===== src/rtl/led_pattern_seq.sv =====
// LED pattern sequencer: steps fill-left/right/both-ends/centre patterns on a divided enable tick.
// Define LED_SEQ_STATUS_EN to add the pat/done status outputs; led behaviour is identical either way.
module led_pattern_seq #(
  parameter int LED_W = 12,
  parameter int DIV   = 12_500_000
) (
  input  logic             clk,
  input  logic             rst,
  input  logic             run,
  input  logic             mode,
  input  logic [2:0]       sel,
  output logic [LED_W-1:0] led
`ifdef LED_SEQ_STATUS_EN
  ,
  output logic [2:0]       pat,
  output logic             done
`endif
);

  localparam int H  = LED_W / 2;
  localparam int CW = (DIV > 1) ? $clog2(DIV) : 1;
  localparam logic [CW-1:0]    CNT_MAX  = CW'(DIV - 1);
  localparam logic [LED_W-1:0] ALL_ONES = '1;
  localparam logic [LED_W-1:0] LED_ONE  = LED_W'(1);
  localparam logic [LED_W-1:0] LED_MSB  = {1'b1, {(LED_W-1){1'b0}}};
  localparam logic [H-1:0]     HALF_ONE = H'(1);
  localparam logic [H-1:0]     HALF_MSB = {1'b1, {(H-1){1'b0}}};

  typedef enum logic [2:0] {
    S_IDLE   = 3'd0,
    S_FILL_L = 3'd1,
    S_FILL_R = 3'd2,
    S_FILL_B = 3'd3,
    S_FILL_C = 3'd4
  } state_t;

  state_t           state, state_nxt;
  logic [LED_W-1:0] led_nxt;
  logic [CW-1:0]    cnt;
  logic             tick;

  assign tick = run && (cnt == CNT_MAX);

  function automatic state_t pattern_of(input logic [2:0] s);
    case (s)
      3'd1:    return S_FILL_L;
      3'd2:    return S_FILL_R;
      3'd3:    return S_FILL_B;
      3'd4:    return S_FILL_C;
      default: return S_IDLE;
    endcase
  endfunction

  function automatic state_t successor(input state_t s);
    case (s)
      S_IDLE:   return S_FILL_L;
      S_FILL_L: return S_FILL_R;
      S_FILL_R: return S_FILL_B;
      S_FILL_B: return S_FILL_C;
      default:  return S_IDLE;
    endcase
  endfunction

  function automatic logic [LED_W-1:0] first_val(input state_t s);
    case (s)
      S_FILL_L: return LED_ONE;
      S_FILL_R: return LED_MSB;
      S_FILL_B: return LED_MSB | LED_ONE;
      S_FILL_C: return {HALF_ONE, HALF_MSB};
      default:  return '0;
    endcase
  endfunction

  // Partial-fill step only; the empty and full cases are handled by the caller.
  function automatic logic [LED_W-1:0] step_val(input state_t s, input logic [LED_W-1:0] l);
    logic [H-1:0] up, dn;
    up = l[LED_W-1:H];
    dn = l[H-1:0];
    case (s)
      S_FILL_L: return (l << 1) | LED_ONE;
      S_FILL_R: return (l >> 1) | LED_MSB;
      S_FILL_B: return (l >> 1) | LED_MSB | (l << 1) | LED_ONE;
      S_FILL_C: return {(up << 1) | HALF_ONE, (dn >> 1) | HALF_MSB};
      default:  return '0;
    endcase
  endfunction

  // NOTE: sequential state uses non-blocking assignments so every register samples pre-edge values.
  always_ff @(posedge clk or negedge rst) begin
    if (!rst) begin
      cnt <= '0;
    end else if (run) begin
      cnt <= tick ? '0 : cnt + 1'b1;
    end
  end

  always_ff @(posedge clk or negedge rst) begin
    if (!rst) begin
      state <= S_IDLE;
      led   <= '0;
    end else begin
      state <= state_nxt;
      led   <= led_nxt;
    end
  end

  // NOTE: defaults assigned first so no path leaves a combinational output unassigned (no latches).
  always_comb begin
    state_nxt = state;
    led_nxt   = led;
    if (tick) begin
      case (state)
        S_IDLE, S_FILL_L, S_FILL_R, S_FILL_B, S_FILL_C: begin
          if (led == '0) begin
            state_nxt = mode ? pattern_of(sel) : successor(state);
            led_nxt   = first_val(state_nxt);
          end else if (led == ALL_ONES) begin
            led_nxt = '0;
          end else begin
            led_nxt = step_val(state, led);
          end
        end
        default: begin
          state_nxt = S_IDLE;
          led_nxt   = '0;
        end
      endcase
    end
  end

`ifdef LED_SEQ_STATUS_EN
  logic done_nxt;

  always_comb begin
    done_nxt = tick && (led == ALL_ONES) && (state inside {S_FILL_L, S_FILL_R, S_FILL_B, S_FILL_C});
    pat      = state;
  end

  always_ff @(posedge clk or negedge rst) begin
    if (!rst) begin
      done <= 1'b0;
    end else begin
      done <= done_nxt;
    end
  end
`endif

endmodule

===== config.mk =====
export PLATFORM = sky130hd
export DESIGN_NAME = led_pattern_seq
export DESIGN_NICKNAME = d
export VERILOG_FILES = /design/src/rtl/led_pattern_seq.sv
export SDC_FILE = /design/constraint.sdc
export NUM_CORES = 1
export LEC_CHECK = 0
export BUFFER_PORTS_ARGS = -buffer_cell sky130_fd_sc_hd__buf_2
export CAP_MARGIN = 30
export CORE_MARGIN = 2
export CORE_UTILIZATION = 42
export CTS_CLUSTER_DIAMETER = 80
export CTS_CLUSTER_SIZE = 25
export DETAILED_ROUTE_END_ITERATION = 7
export MAX_ROUTING_LAYER = met4
export SETUP_SLACK_MARGIN = 0.4
export SYNTH_ARGS = -nofsm -noshare
export SYNTH_HDL_FRONTEND = slang
export SYNTH_SLANG_ARGS = --single-unit

===== constraint.sdc =====
create_clock -name clk -period 2.61 [get_ports clk]
set_input_delay 0.1305 -clock clk [delete_from_list [all_inputs] [get_ports clk]]
set_output_delay 0.1305 -clock clk [all_outputs]
set_load 0.02 [all_outputs]

; ---- After elaboration in Yosys (flattened, before gate mapping)
; Cells that the tools add are included.
[word_totals]
ff_bits = 39
latchBits = 0
mem_bits_rw = 0
rom_bits = 0
in_bits = 7
output_inout_bits = 12
word_cells = 42
memories = 0
[op_classes]
addsub = 1
n_mul = 0
n_div = 0
order_cmp = 0
eq_ne = 15
shifts = 0
n_mux = 17
n_bitwise = 1
n_reduce_logical = 5
[op_table]
columns = cell, n
row1 = $pmux 12 s4, 2
row2 = $mux 12, 3
row3 = $mux 3, 9
row4 = $add 24x1->24 const B, 1
row5 = $eq 24x24->1 const B, 1
row6 = $mux 24, 1
row7 = $pmux 3 s4, 2
row8 = $eq 3x2->1 const B, 6
row9 = $eq 12x12->1 const B, 1
row10 = $logic_not 12->1, 1
row11 = $or 12x12->12, 1
row12 = $eq 3x1->1 const B, 3
row13 = $eq 3x3->1 const B, 3
row14 = $reduce_or 5->1, 1
row15 = $logic_not 3->1, 1
row16 = $ne 2x2->1 const B, 1
row17 = $reduce_and 2->1, 1
row18 = $logic_and 1x1->1, 1

; ---- Logic depth before layout (Yosys ltp)
[logic_depth]
word_depth = 10
mapped_depth = 8
ltp_nobuf = 6

; ---- Least setup slack after synthesis
; Ideal clock, no wire load.
[synth_path]
kind = reg-to-reg
start = register cnt[6]
end = register led[11]
setup_ns = 0.127
t_arrival_ns = 2.121
required_ns = 2.483
path_slack_ns = 0.362
path_stages_with_launch = 8
n_path_buf = 2
period_less_slack_ns = 2.248
cell_sequence = dfrtp_1 or4b_1 or4_4 or4_1 buf_2 buf_6 nand2_1 o31ai_1
[synth_via]
elab_chain_cells = 2
[synth_lines]
columns = element, line
row1 = from (decl), 39  ; logic [CW-1:0] cnt;
row2 = from (signal assigned), 93  ; cnt <= tick ? '0 : cnt + 1'b1;
row3 = $eq 24x24->1, 42  ; assign tick = run && (cnt == CNT_MAX);
row4 = $logic_and 1x1->1, 42
row5 = to (signal assigned), 103  ; led <= led_nxt;
row6 = to (decl), 12  ; output logic [LED_W-1:0] led
; No other way between the ends.
; A chain may end at the register's enable or synchronous reset.

; ---- Worst setup path after layout
[layout_path]
start = register cnt[5]
end = register cnt[1]
[layout_via]
elab_chain_cells = 3
[layout_lines]
columns = element, line
row1 = $eq 24x24->1, 42
row2 = $logic_and 1x1->1, 42
row3 = $mux 24, 93
; No other way between the ends.

==> PnR_summary.wiki <==
{| class="wikitable"
! Metric !! Value
|-
| Result of the run || finished clean
|-
| Routability cong. || around 0.80
|-
| Critical path origin || cnt[5]
|-
| Startpoint of the lowest-slack hold path || run
|-
| Pins Over Slew Limit || 0
|-
| Crit path DAT || approximately 2500 ps
|-
| ANT nets after route || 0
|-
| Register area share after synthesis || 0.4577
|-
| Worst r2r src || cnt[5]
|-
| All-layer global routing usage || 0.2054
|-
| Power per Cell Area || roughly 590 nW/um^2
|-
| Clock tree root driver cell || clkbuf_8
|-
| Remaining Overflow, GRT || 0
|-
| Part of the total power dissipated in sequential elements || 0.469
|-
| Starting DRC count in detailed routing || about 160
|-
| Vias in the first global route || about 1800
|-
| Largest net degree at the start of global routing || 40
|-
| Fillers || around 460
|-
| Number of optimization iterations in the first detailed-route pass || 4
|-
| Routed wl met2 || ~2.1 mm
|-
| Combinational cell fraction of total power || 0.122
|-
| Endpoint class of the critical path || register
|-
| Worst min path class || in -> reg
|-
| Die area || approximately 5700 sq um
|-
| Share of flip-flops with an asynchronous set or reset after synthesis || 1.000
|-
| Area overhead of the layout relative to synthesis || 19.42%
|-
| Headroom to the max-slew limit || 0.4220
|-
| Average vias per placed instance || approximately 5.4
|-
| Setup Total Neg Slack || 0 ps
|-
| Fraction of final layout cells sized beyond drive strength 1 || 0.1889
|-
| HPWL after detailed placement || ~3.2 mm
|-
| Clock tree from TritonCTS || yes
|-
| Number of sinks driven by the clock tree || 39
|-
| Number of maximum-capacitance constraint violations || 0
|-
| Number of clock buffers inserted by TritonCTS || 5
|-
| Synth top area share || 0.4577
|-
| Number of flip-flops and latches in the synthesized netlist || 39
|-
| H-tree depth || 2
|-
| Main area contributors after synthesis || dfrtp_1 46%, nand2_1 5.8%, xor2_1 5.3%
|-
| RSZ-0062 raised after global routing || yes
|-
| I/O Pins || 19
|-
| Flip-flop and latch area || just under 1000 sq um
|-
| Initial core utilization || 0.4426
|-
| Mean Syn Cell Area || 8.921 sq um
|-
| Worst hold slack across all endpoints || between 100 and 150 ps
|-
| Internal power || ~1.1 mW
|-
| Clk slew on worst S/H paths || approximately 80 ps
|-
| Antenna violations before repair || 0
|-
| Syn_nets || roughly 250
|-
| Number of nets at the end of the flow || 277
|-
| Endpoints failing setup || 0
|-
| Overall via count from detail_route || around 1800
|-
| Post-Syn Area || 2132 sq um
|-
| Total core area || 4817 sq um
|-
| Fin. Hold Viols || 0
|-
| Max Clock Skew || between 6 and 7 ps
|-
| CP max FO || 8
|-
| Highest clock frequency the design can meet || between 0.4 and 0.5 GHz
|-
| Post-synth top flop || dfrtp_1
|-
| Share of total power in the clock network || 0.409
|-
| IR drop worst, VDD || ~0.3 mV
|-
| Routed len/inst || 14.54 um
|-
| Switching power || roughly 0.37 mW
|-
| Total length of routed met3 wires || 157 um
|-
| Crit Path Category || reg -> reg
|-
| Post-Place Worst Slack || between 200 and 300 ps
|-
| Port Buffers || 18
|-
| Post-route fraction of the period consumed by the critical path || 0.8815
|-
| Setup slack of the critical path after layout || 309.2 ps
|-
| Uppermost layer routed || met4
|-
| Leakage power summed over all cells || about 1.2 nW
|-
| Number of antenna cells inserted || 0
|-
| Number of flops mapped to enable cells by yosys || 0
|-
| Insertion delay to the later sink of the worst-skew pair || around 300 ps
|-
| Switching power as a share of total power || 0.2492
|-
| Die height || around 75 um
|-
| Pin slew with the least headroom to its limit || about 870 ps
|-
| Cell type contributing the most total cell area after synthesis || dfrtp_1
|-
| DRC violation count after routing || 0
|-
| Worst Setup Start Kind || register
|-
| Wire length of the first global-routing pass || between 8 and 9 mm
|-
| Clock period minus final worst setup slack || roughly 2300 ps
|-
| Cell count after synthesis || between 200 and 250
|-
| Warnings, synthesis || 0
|-
| Max Root-Sink Buffers || 2
|-
| Total routed wire length on the met1 layer || 2.571 mm
|-
| X dimension of the die || between 70 and 80 um
|-
| Standard-cell rows || 25
|-
| Synth unique cells || 36
|-
| Worst EP required || about 2800 ps
|-
| Area of combinational cells with multiple inputs || roughly 1100 sq um
|-
| Total detailed-routing wirelength || 4.899 mm
|}
placed cells by master (no fill, tap or decap), types with 2 or more instances in the layout:
master     Yosys  routed
dfrtp_1       39      39
nand2_1       33      33
nor2_1        23      22
nand3_1       19      18
buf_2          3      18
buf_4          0      14
xor2_1        13      13
o21ai_0       14      13
nand4_1       12      12
a22oi_1       10      10
xnor2_1        9       9
and3_1         8       8
nor3_1         7       7
o21ai_1        7       7
clkbuf_8       0       5
nor4_1         4       4
and4_1         3       3
a31oi_1        3       3
buf_6          1       3
or4_4          1       2
o31ai_1        2       2
inv_1          2       2
mux2i_1        2       2
bufinv_16      0       2
per-layer routing:
layer / GRT usage / vias to the layer above
li1: - / 911
met1: 0.2949 / 879
met2: 0.2827 / 31
met3: 0.04418 / 2
met4: 0.07992 / 0
met5: - / -
critical path: stages, from the launching register on:
cell and delay (ps):
dfrtp_1 380, or4b_1 510, or4_4 460, or4_4 440, buf_6 150, buf_4 130, nand3_2 60, o21ai_1 60
power by group through the flow:
stage	logic, mW	clock network (mW)	registers [mW]
2_1_floorplan	0.0911	0	0.703
3_3_place_gp	0.127	0	0.718
3_5_place_dp	0.129	0	0.717
4_1_cts	0.145	0.625	0.702
5_1_grt	0.211	0.647	0.709
6_report	0.183	0.613	0.702
synth_stat cells (4+ instances only):
master,instances
a22oi_1,10
o21ai_1,7
nand2_1,33
nor4_1,4
nor3_1,7
xnor2_1,9
clkbuf_1,9
o21ai_0,14
dfrtp_1,39
nor2_1,23
and3_1,8
nand4_1,12
xor2_1,13
nand3_1,19
flip-flops by register name, summed over array words and instances, names as in the netlist:
name,count
cnt,24
led,12
state,3
repair_timing:
action,CTS,global route
gates cloned,1,0
hold buffers,1,0
pin swaps,0,1
endpoints found under the hold margin,39,0
buffers inserted,3,4
endpoints found under the setup margin,17,17
resized for setup,3,7
area by class of cell:
| class | count | share of cell area |
|---|---|---|
| multi-input combinational | 185 | 0.4334 |
| sequential | 39 | 0.3833 |
| timing repair buffer | 36 | 0.09386 |
| tap | 67 | 0.03292 |
| clock buffer | 5 | 0.02703 |
| clock inverter | 3 | 0.02654 |
| inverter | 2 | 0.002948 |
final timing paths:
check | to | slack, ps | cells past startpoint
setup / recovery | cnt[1] | 310 | 7
hold / removal | cnt[1] | 110 | 2
setup reg to reg | cnt[1] | 310 | 7
hold reg to reg | cnt[16] | 500 | 1
max in group asynchronous | led[10] | 1590 | 2
min in group asynchronous | led[6] | 480 | 2
through the flow:
stage                       util  total power, mW  cell area [sq um]  cells
after floorplan                -           0.7942               2132    239
after global placement    0.4803           0.8441               2313    320
after detailed placement  0.4803           0.8452               2313    320
after CTS                 0.5179            1.472               2495    333
after global routing      0.5286            1.567               2546    337
final                     0.5286            1.498               2546    337
cell families after synthesis:
| group | share of synthesized area |
|---|---|
| AO/OA/AOI/OAI | 0.1103 |
| XOR/XNOR | 0.09038 |
| adder cells (fa/ha/maj) | 0.005868 |
| buffers and inverters | 0.03169 |
| flip-flops | 0.4577 |
| multiplexers | 0.01467 |
| AND/OR/NAND/NOR | 0.2893 |
Note: power is estimated with default switching activity, not from simulation.
